--- config.mk ---
export PLATFORM = sky130hd
export DESIGN_NAME = axi_lite_to_mem_struct_bridge
export DESIGN_NICKNAME = d
export VERILOG_FILES = /design/src/rtl/core2axi_pkg.sv /design/src/rtl/axi_lite_to_mem_struct_bridge.sv
export SDC_FILE = /design/constraint.sdc
export NUM_CORES = 1
export LEC_CHECK = 0
export CELL_PAD_IN_SITES_DETAIL_PLACEMENT = 0
export CELL_PAD_IN_SITES_GLOBAL_PLACEMENT = 1
export CORE_MARGIN = 4
export CORE_UTILIZATION = 29
export DETAILED_ROUTE_END_ITERATION = 7
export PLACE_DENSITY = 0.91
export SETUP_SLACK_MARGIN = 0.02
export SKIP_CTS_REPAIR_TIMING = 1
export SLEW_MARGIN = 20
export SYNTH_ARGS = -nofsm -noshare
export SYNTH_HDL_FRONTEND = slang
export SYNTH_SLANG_ARGS = --single-unit
--- constraint.sdc ---
create_clock -name clk_i -period 1.81 [get_ports clk_i]
set_input_delay 0.2715 -clock clk_i [delete_from_list [all_inputs] [get_ports clk_i]]
set_output_delay 0.2715 -clock clk_i [all_outputs]
set_load 0.05 [all_outputs]
--- src/rtl/core2axi_pkg.sv ---
// rtl/core2axi_pkg.sv - shared AXI-Lite bundle typedefs, response codes and bridge FSM states
//
// Purpose: single home for the AXI-Lite request/response bundles used by both
//          core<->AXI-Lite bridges, plus the response encodings and bridge states.
// Ports:   none (package).
package core2axi_pkg;

  localparam int AXI_ADDR_WIDTH = 32;
  localparam int AXI_DATA_WIDTH = 32;
  localparam int AXI_STRB_WIDTH = AXI_DATA_WIDTH / 8;

  typedef logic [AXI_ADDR_WIDTH-1:0] axi_lite_addr_t;
  typedef logic [AXI_DATA_WIDTH-1:0] axi_lite_data_t;
  typedef logic [AXI_STRB_WIDTH-1:0] axi_lite_strb_t;

  typedef struct packed {
    axi_lite_addr_t addr;
    logic [2:0]     prot;
  } axi_lite_aw_chan_t;

  typedef struct packed {
    axi_lite_data_t data;
    axi_lite_strb_t strb;
  } axi_lite_w_chan_t;

  typedef struct packed {
    logic [1:0] resp;
  } axi_lite_b_chan_t;

  typedef struct packed {
    axi_lite_addr_t addr;
    logic [2:0]     prot;
  } axi_lite_ar_chan_t;

  typedef struct packed {
    axi_lite_data_t data;
    logic [1:0]     resp;
  } axi_lite_r_chan_t;

  typedef struct packed {
    axi_lite_aw_chan_t aw;
    logic              aw_valid;
    axi_lite_w_chan_t  w;
    logic              w_valid;
    logic              b_ready;
    axi_lite_ar_chan_t ar;
    logic              ar_valid;
    logic              r_ready;
  } axi_req_t;

  typedef struct packed {
    logic              aw_ready;
    logic              w_ready;
    axi_lite_b_chan_t  b;
    logic              b_valid;
    logic              ar_ready;
    axi_lite_r_chan_t  r;
    logic              r_valid;
  } axi_resp_t;

  localparam logic [1:0] RESP_OKAY   = 2'b00;
  localparam logic [1:0] RESP_SLVERR = 2'b10;

  typedef enum logic [2:0] {
    ST_IDLE   = 3'd0,
    ST_REQ    = 3'd1,
    ST_WAIT   = 3'd2,
    ST_B_RESP = 3'd3,
    ST_R_RESP = 3'd4
  } bridge_state_e;

endpackage

--- src/rtl/axi_lite_to_mem_struct_bridge.sv ---
// rtl/axi_lite_to_mem_struct_bridge.sv - AXI-Lite subordinate replayed onto the core req/gnt/rvalid memory port
//
// Purpose: accepts one AXI-Lite read or write at a time and issues it as a single
//          memory request, returning the memory response as B or R.
// Ports:   clk_i, rst_ni          clock, asynchronous active-low reset
//          axi_req_i/axi_resp_o   AXI-Lite request/response bundles
//          mem_req_o/mem_gnt_i    memory request handshake
//          mem_rvalid_i/mem_err_i memory response and its error flag
//          mem_addr_o/mem_we_o/mem_be_o/mem_wdata_o/mem_rdata_i  memory payload
module axi_lite_to_mem_struct_bridge
  import core2axi_pkg::*;
#(
  parameter int ADDR_WIDTH = 32,
  parameter int DATA_WIDTH = 32
) (
  input  logic                    clk_i,
  input  logic                    rst_ni,
  input  axi_req_t                axi_req_i,
  output axi_resp_t               axi_resp_o,
  output logic                    mem_req_o,
  input  logic                    mem_gnt_i,
  input  logic                    mem_rvalid_i,
  input  logic                    mem_err_i,
  output logic [ADDR_WIDTH-1:0]   mem_addr_o,
  output logic                    mem_we_o,
  output logic [DATA_WIDTH/8-1:0] mem_be_o,
  output logic [DATA_WIDTH-1:0]   mem_wdata_o,
  input  logic [DATA_WIDTH-1:0]   mem_rdata_i
);

  localparam int BE_WIDTH = DATA_WIDTH / 8;

  bridge_state_e         state_q, state_d;
  logic                  prio_wr_q, prio_wr_d;
  logic                  mem_req_q, mem_req_d;
  logic                  we_q, we_d;
  logic [ADDR_WIDTH-1:0] addr_q, addr_d;
  logic [BE_WIDTH-1:0]   be_q, be_d;
  logic [DATA_WIDTH-1:0] wdata_q, wdata_d;
  axi_lite_data_t        rdata_q, rdata_d;
  logic [1:0]            resp_q, resp_d;
  logic                  b_valid_q, b_valid_d;
  logic                  r_valid_q, r_valid_d;

  logic wr_elig, rd_elig, accept_wr, accept_rd;

  // Protection bits carry no meaning for the memory port.
  logic unused_prot;
  assign unused_prot = ^{axi_req_i.aw.prot, axi_req_i.ar.prot};

  // AW and W are only taken together; on a tie prio_wr_q chooses the winner.
  assign wr_elig   = axi_req_i.aw_valid & axi_req_i.w_valid;
  assign rd_elig   = axi_req_i.ar_valid;
  assign accept_wr = (state_q == ST_IDLE) & wr_elig & (~rd_elig | prio_wr_q);
  assign accept_rd = (state_q == ST_IDLE) & rd_elig & (~wr_elig | ~prio_wr_q);

  always_comb begin
    state_d   = state_q;
    prio_wr_d = prio_wr_q;
    mem_req_d = mem_req_q;
    we_d      = we_q;
    addr_d    = addr_q;
    be_d      = be_q;
    wdata_d   = wdata_q;
    rdata_d   = rdata_q;
    resp_d    = resp_q;
    b_valid_d = b_valid_q;
    r_valid_d = r_valid_q;

    case (state_q)
      ST_IDLE: begin
        if (accept_wr) begin
          addr_d    = ADDR_WIDTH'(axi_req_i.aw.addr);
          wdata_d   = DATA_WIDTH'(axi_req_i.w.data);
          be_d      = BE_WIDTH'(axi_req_i.w.strb);
          we_d      = 1'b1;
          mem_req_d = 1'b1;
          prio_wr_d = ~prio_wr_q;
          state_d   = ST_REQ;
        end else if (accept_rd) begin
          addr_d    = ADDR_WIDTH'(axi_req_i.ar.addr);
          be_d      = '1;
          we_d      = 1'b0;
          mem_req_d = 1'b1;
          prio_wr_d = ~prio_wr_q;
          state_d   = ST_REQ;
        end
      end
      ST_REQ: begin
        if (mem_gnt_i) begin
          mem_req_d = 1'b0;
          state_d   = ST_WAIT;
        end
      end
      ST_WAIT: begin
        if (mem_rvalid_i) begin
          rdata_d = axi_lite_data_t'(mem_rdata_i);
          resp_d  = mem_err_i ? RESP_SLVERR : RESP_OKAY;
          if (we_q) begin
            b_valid_d = 1'b1;
            state_d   = ST_B_RESP;
          end else begin
            r_valid_d = 1'b1;
            state_d   = ST_R_RESP;
          end
        end
      end
      ST_B_RESP: begin
        if (axi_req_i.b_ready) begin
          b_valid_d = 1'b0;
          state_d   = ST_IDLE;
        end
      end
      ST_R_RESP: begin
        if (axi_req_i.r_ready) begin
          r_valid_d = 1'b0;
          state_d   = ST_IDLE;
        end
      end
      default: state_d = ST_IDLE;
    endcase
  end

  always_ff @(posedge clk_i or negedge rst_ni) begin
    if (!rst_ni) begin
      state_q   <= ST_IDLE;
      prio_wr_q <= 1'b1;
      mem_req_q <= 1'b0;
      we_q      <= 1'b0;
      addr_q    <= '0;
      be_q      <= '0;
      wdata_q   <= '0;
      rdata_q   <= '0;
      resp_q    <= RESP_OKAY;
      b_valid_q <= 1'b0;
      r_valid_q <= 1'b0;
    end else begin
      state_q   <= state_d;
      prio_wr_q <= prio_wr_d;
      mem_req_q <= mem_req_d;
      we_q      <= we_d;
      addr_q    <= addr_d;
      be_q      <= be_d;
      wdata_q   <= wdata_d;
      rdata_q   <= rdata_d;
      resp_q    <= resp_d;
      b_valid_q <= b_valid_d;
      r_valid_q <= r_valid_d;
    end
  end

  assign mem_req_o   = mem_req_q;
  assign mem_we_o    = we_q;
  assign mem_addr_o  = addr_q;
  assign mem_be_o    = be_q;
  assign mem_wdata_o = wdata_q;

  always_comb begin
    axi_resp_o          = '0;
    axi_resp_o.aw_ready = accept_wr;
    axi_resp_o.w_ready  = accept_wr;
    axi_resp_o.ar_ready = accept_rd;
    axi_resp_o.b.resp   = resp_q;
    axi_resp_o.b_valid  = b_valid_q;
    axi_resp_o.r.data   = rdata_q;
    axi_resp_o.r.resp   = resp_q;
    axi_resp_o.r_valid  = r_valid_q;
  end

endmodule

==> results.py <==
metrics = {
    "timing": {
        "grt_setup_unrepaired": "yes",
        "fin_ws_ns": -0.190,
        "hold_viol_final": 0,
        "min_period_ns": 2.00,
        "timing.slew.headroom": 0.616,
        "fin_tns_setup_ns": -3.51,
        "period_share": 1.10,
        "slew_violations": 0,
        "fmax_mhz": 500,
        "setup_violations": 54,
        "tightest_slew_ns": 0.575,
        "skew_ns": 0.0105,
    },
    "cells_and_area": {
        "stdcell_count": 826,
        "drive_gt1_frac": 0.257,
        "diodes": 0,
        "area_growth_pct": 75.3,
        "layout_commonest_cell": "clkdlybuf4s50_1",
        "final_util": 0.525,
        "layout_common_cells": "140 x clkdlybuf4s50_1, 108 x dfrtp_1, 78 x dlymetal6s2s_1",
        "nNetsFinal": 758,
    },
    "synthesis": {
        "synth-seq-area-share": 0.593,
        "syn_area_mm2": 0.00460,
        "ys_ff_latch": 109,
        "avgSynthCellArea_um2": 13.3,
        "synthCells": 346,
        "ys_types": 36,
        "ys_warn_count": 0,
    },
    "power_and_ir_drop": {
        "p_per_area_mw_per_mm2": 1980,
        "clockPowerShare": 0.127,
        "switchingPower_mw": 7.64,
        "ir_worst_vdd_mv": 1.14,
        "power.total_mw": 16.0,
        "seqPwrFrac": 0.270,
        "power.internal_mw": 8.33,
        "leakagePower_nw": 4.28,
        "comb_power_share": 0.603,
        "switching_share": 0.478,
    },
    "routing": {
        "drc": 0,
        "vias": 3672,
        "ant_nets": 0,
        "drt_iter0_markers": 97,
        "drt-vias-per-instance": 4.45,
        "wire_per_inst_um": 16.0,
        "firstDrtPassIters": 4,
        "wirelength_mm": 13.2,
    },
    "clocking": {
        "cts_tree": "done",
        "htreeDepth": 3,
        "clock_path_buffers": 2,
        "clk_latency_ns": 0.34,
        "clock_sinks": 109,
        "path_clk_slew_ns": 0.07,
        "cts_buffers": 9,
        "clockRootBuffer": "clkbuf_16",
    },
    "placed_design": {
        "finalWeightedCongestion": 0.739,
        "io_buffers": 250,
        "dp_hpwl_mm": 9.87,
        "dp_slack_ns": -0.129,
        "placedCellCount": 797,
    },
    "setup_path": {
        "arrival_ns": 1.73,
        "critPathKind": "reg2out",
        "cp.required_ns": 1.54,
        "r2r_start": "state_q[2]",
        "reg2reg_depth": 8,
        "end_kind": "output pin",
        "regToRegSetupSlack_ns": -0.15,
        "r2r_end": "mem_wdata_o[15]",
        "crit_path_start_kind": "flop",
        "crit_path_max_fanout": 5,
    },
    "global_route": {
        "antenna_found_initial": 0,
        "grt_pass1_wl_mm": 19.7,
        "grt_max_degree": 110,
        "grt.overflow.total": 0,
        "grt_pass1_vias": 3836,
        "grt_util_all_layers": 0.138,
    },
    "floorplan": {
        "core_mm2": 0.0154,
        "initial_utilization": 0.299,
        "die_height_um": 134,
        "dieArea_mm2": 0.0180,
        "num_rows": 45,
        "die_width_um": 134,
        "io-pin-count": 259,
    },
    "min_path": {
        "hold_class": "in2async",
    },
    "status": {
        "status": "finished with violations",
        "failed_checks": "setup timing",
    },
    "flow_run": {
        "max-cap-violations": 0,
    },
}
area by class of cell:
cell class	instances	area [um^2]
clock buffer	10	239
clock inverter	6	68.8
fill	1300	7300
inverter	5	31.3
multi-input combinational	205	1700
sequential	109	2730
tap	211	264
timing repair buffer	280	3030
per-stage QoR:
step	hold slack (ns)	cell area (um^2)
floorplan	-0.0241	4610
global placement	0.393	7350
detailed placement	0.404	7350
CTS	0.0204	7660
global route	0.0405	8070
finish	0.0150	8070
worst max-delay path by stage:
stage	start	to	slack [ns]	cells past startpoint
floorplan	state_q[0]	axi_resp_o[39]	0.18	6
global placement	axi_req_i[1]	axi_resp_o[39]	-0.11	7
detailed placement	axi_req_i[1]	mem_wdata_o[4]	-0.13	7
CTS	state_q[0]	axi_resp_o[39]	-0.41	6
global route	state_q[2]	axi_resp_o[39]	-0.29	6
finish	state_q[2]	axi_resp_o[39]	-0.19	6
sequential cells by signal, indices dropped and copies added (netlist names):
signal	cells
b_valid_q	1
mem_addr_o	32
mem_be_o	4
mem_req_o	1
mem_wdata_o	32
mem_we_o	1
prio_wr_q	1
r_valid_q	1
rdata_q	32
resp_q	1
state_q	3
metal layers:
metal / track usage / share of wire / wire length, um / vias up
met1: 0.161 / 0.41 / 5370 / 1753
met4: 0.0514 / 0.018 / 233 / 0
met2: 0.240 / 0.50 / 6540 / 177
met3: 0.0428 / 0.080 / 1060 / 18
li1: - / - / - / 1724
met5: 0 / 0 / 0 / -
Yosys cell counts:
library cell | n | share of area
o31ai_1 | 1 | 0.0016
o2111ai_2 | 1 | 0.0033
o21ai_0 | 8 | 0.0087
inv_1 | 4 | 0.0033
xnor2_1 | 1 | 0.0019
buf_2 | 4 | 0.0043
and2_1 | 1 | 0.0014
a31oi_1 | 2 | 0.0027
nor2_2 | 1 | 0.0014
a41oi_1 | 1 | 0.0019
o221ai_1 | 1 | 0.0019
o21ai_1 | 25 | 0.027
mux2_2 | 65 | 0.16
nand3b_4 | 1 | 0.0043
nand3b_1 | 1 | 0.0016
nor2_1 | 5 | 0.0041
dfrtp_1 | 108 | 0.59
buf_4 | 10 | 0.016
or3_1 | 1 | 0.0014
nor3_4 | 1 | 0.0035
o21a_1 | 1 | 0.0016
nand2_1 | 40 | 0.033
dfstp_2 | 1 | 0.0057
clkbuf_1 | 5 | 0.0041
buf_6 | 7 | 0.017
a21oi_1 | 4 | 0.0043
buf_8 | 2 | 0.0065
inv_2 | 1 | 0.00081
and3b_1 | 1 | 0.0019
a21o_1 | 1 | 0.0016
o22a_1 | 4 | 0.0076
conb_1 | 1 | 0.00081
or3b_1 | 1 | 0.0019
mux2_1 | 2 | 0.0049
o31a_1 | 1 | 0.0019
mux2i_1 | 32 | 0.070
power by group through the flow:
stage                     clock [mW]  combinational, mW  sequential [mW]
after floorplan                    0               2.20             8.32
after global placement             0               9.40             4.31
after detailed placement           0               9.54             4.40
after CTS                       2.12               9.54             4.36
after global routing            2.19               10.1             4.49
final                           2.02               9.63             4.31
critical path: stages, from the launching register on:
cell	delay, ns
dfrtp_1	0.42
nor3_4	0.32
o2111ai_4	0.19
buf_12	0.18
clkinv_8	0.04
buf_12	0.11
buf_12	0.13
kinds of logic (layout without fill, tap and decap cells):
group / count (synthesis) / count (layout) / share of synthesized area
buffers and inverters: 33 / 301 / 0.0525
and+or+nand+nor: 53 / 53 / 0.0541
muxes: 99 / 99 / 0.233
AOI/OAI and AO/OA: 50 / 50 / 0.0644
xor gates and xnor gates: 1 / 1 / 0.00190
DFF: 109 / 109 / 0.593
other: 1 / 2 / 0.000815
Power figures use the tool's default switching activity.
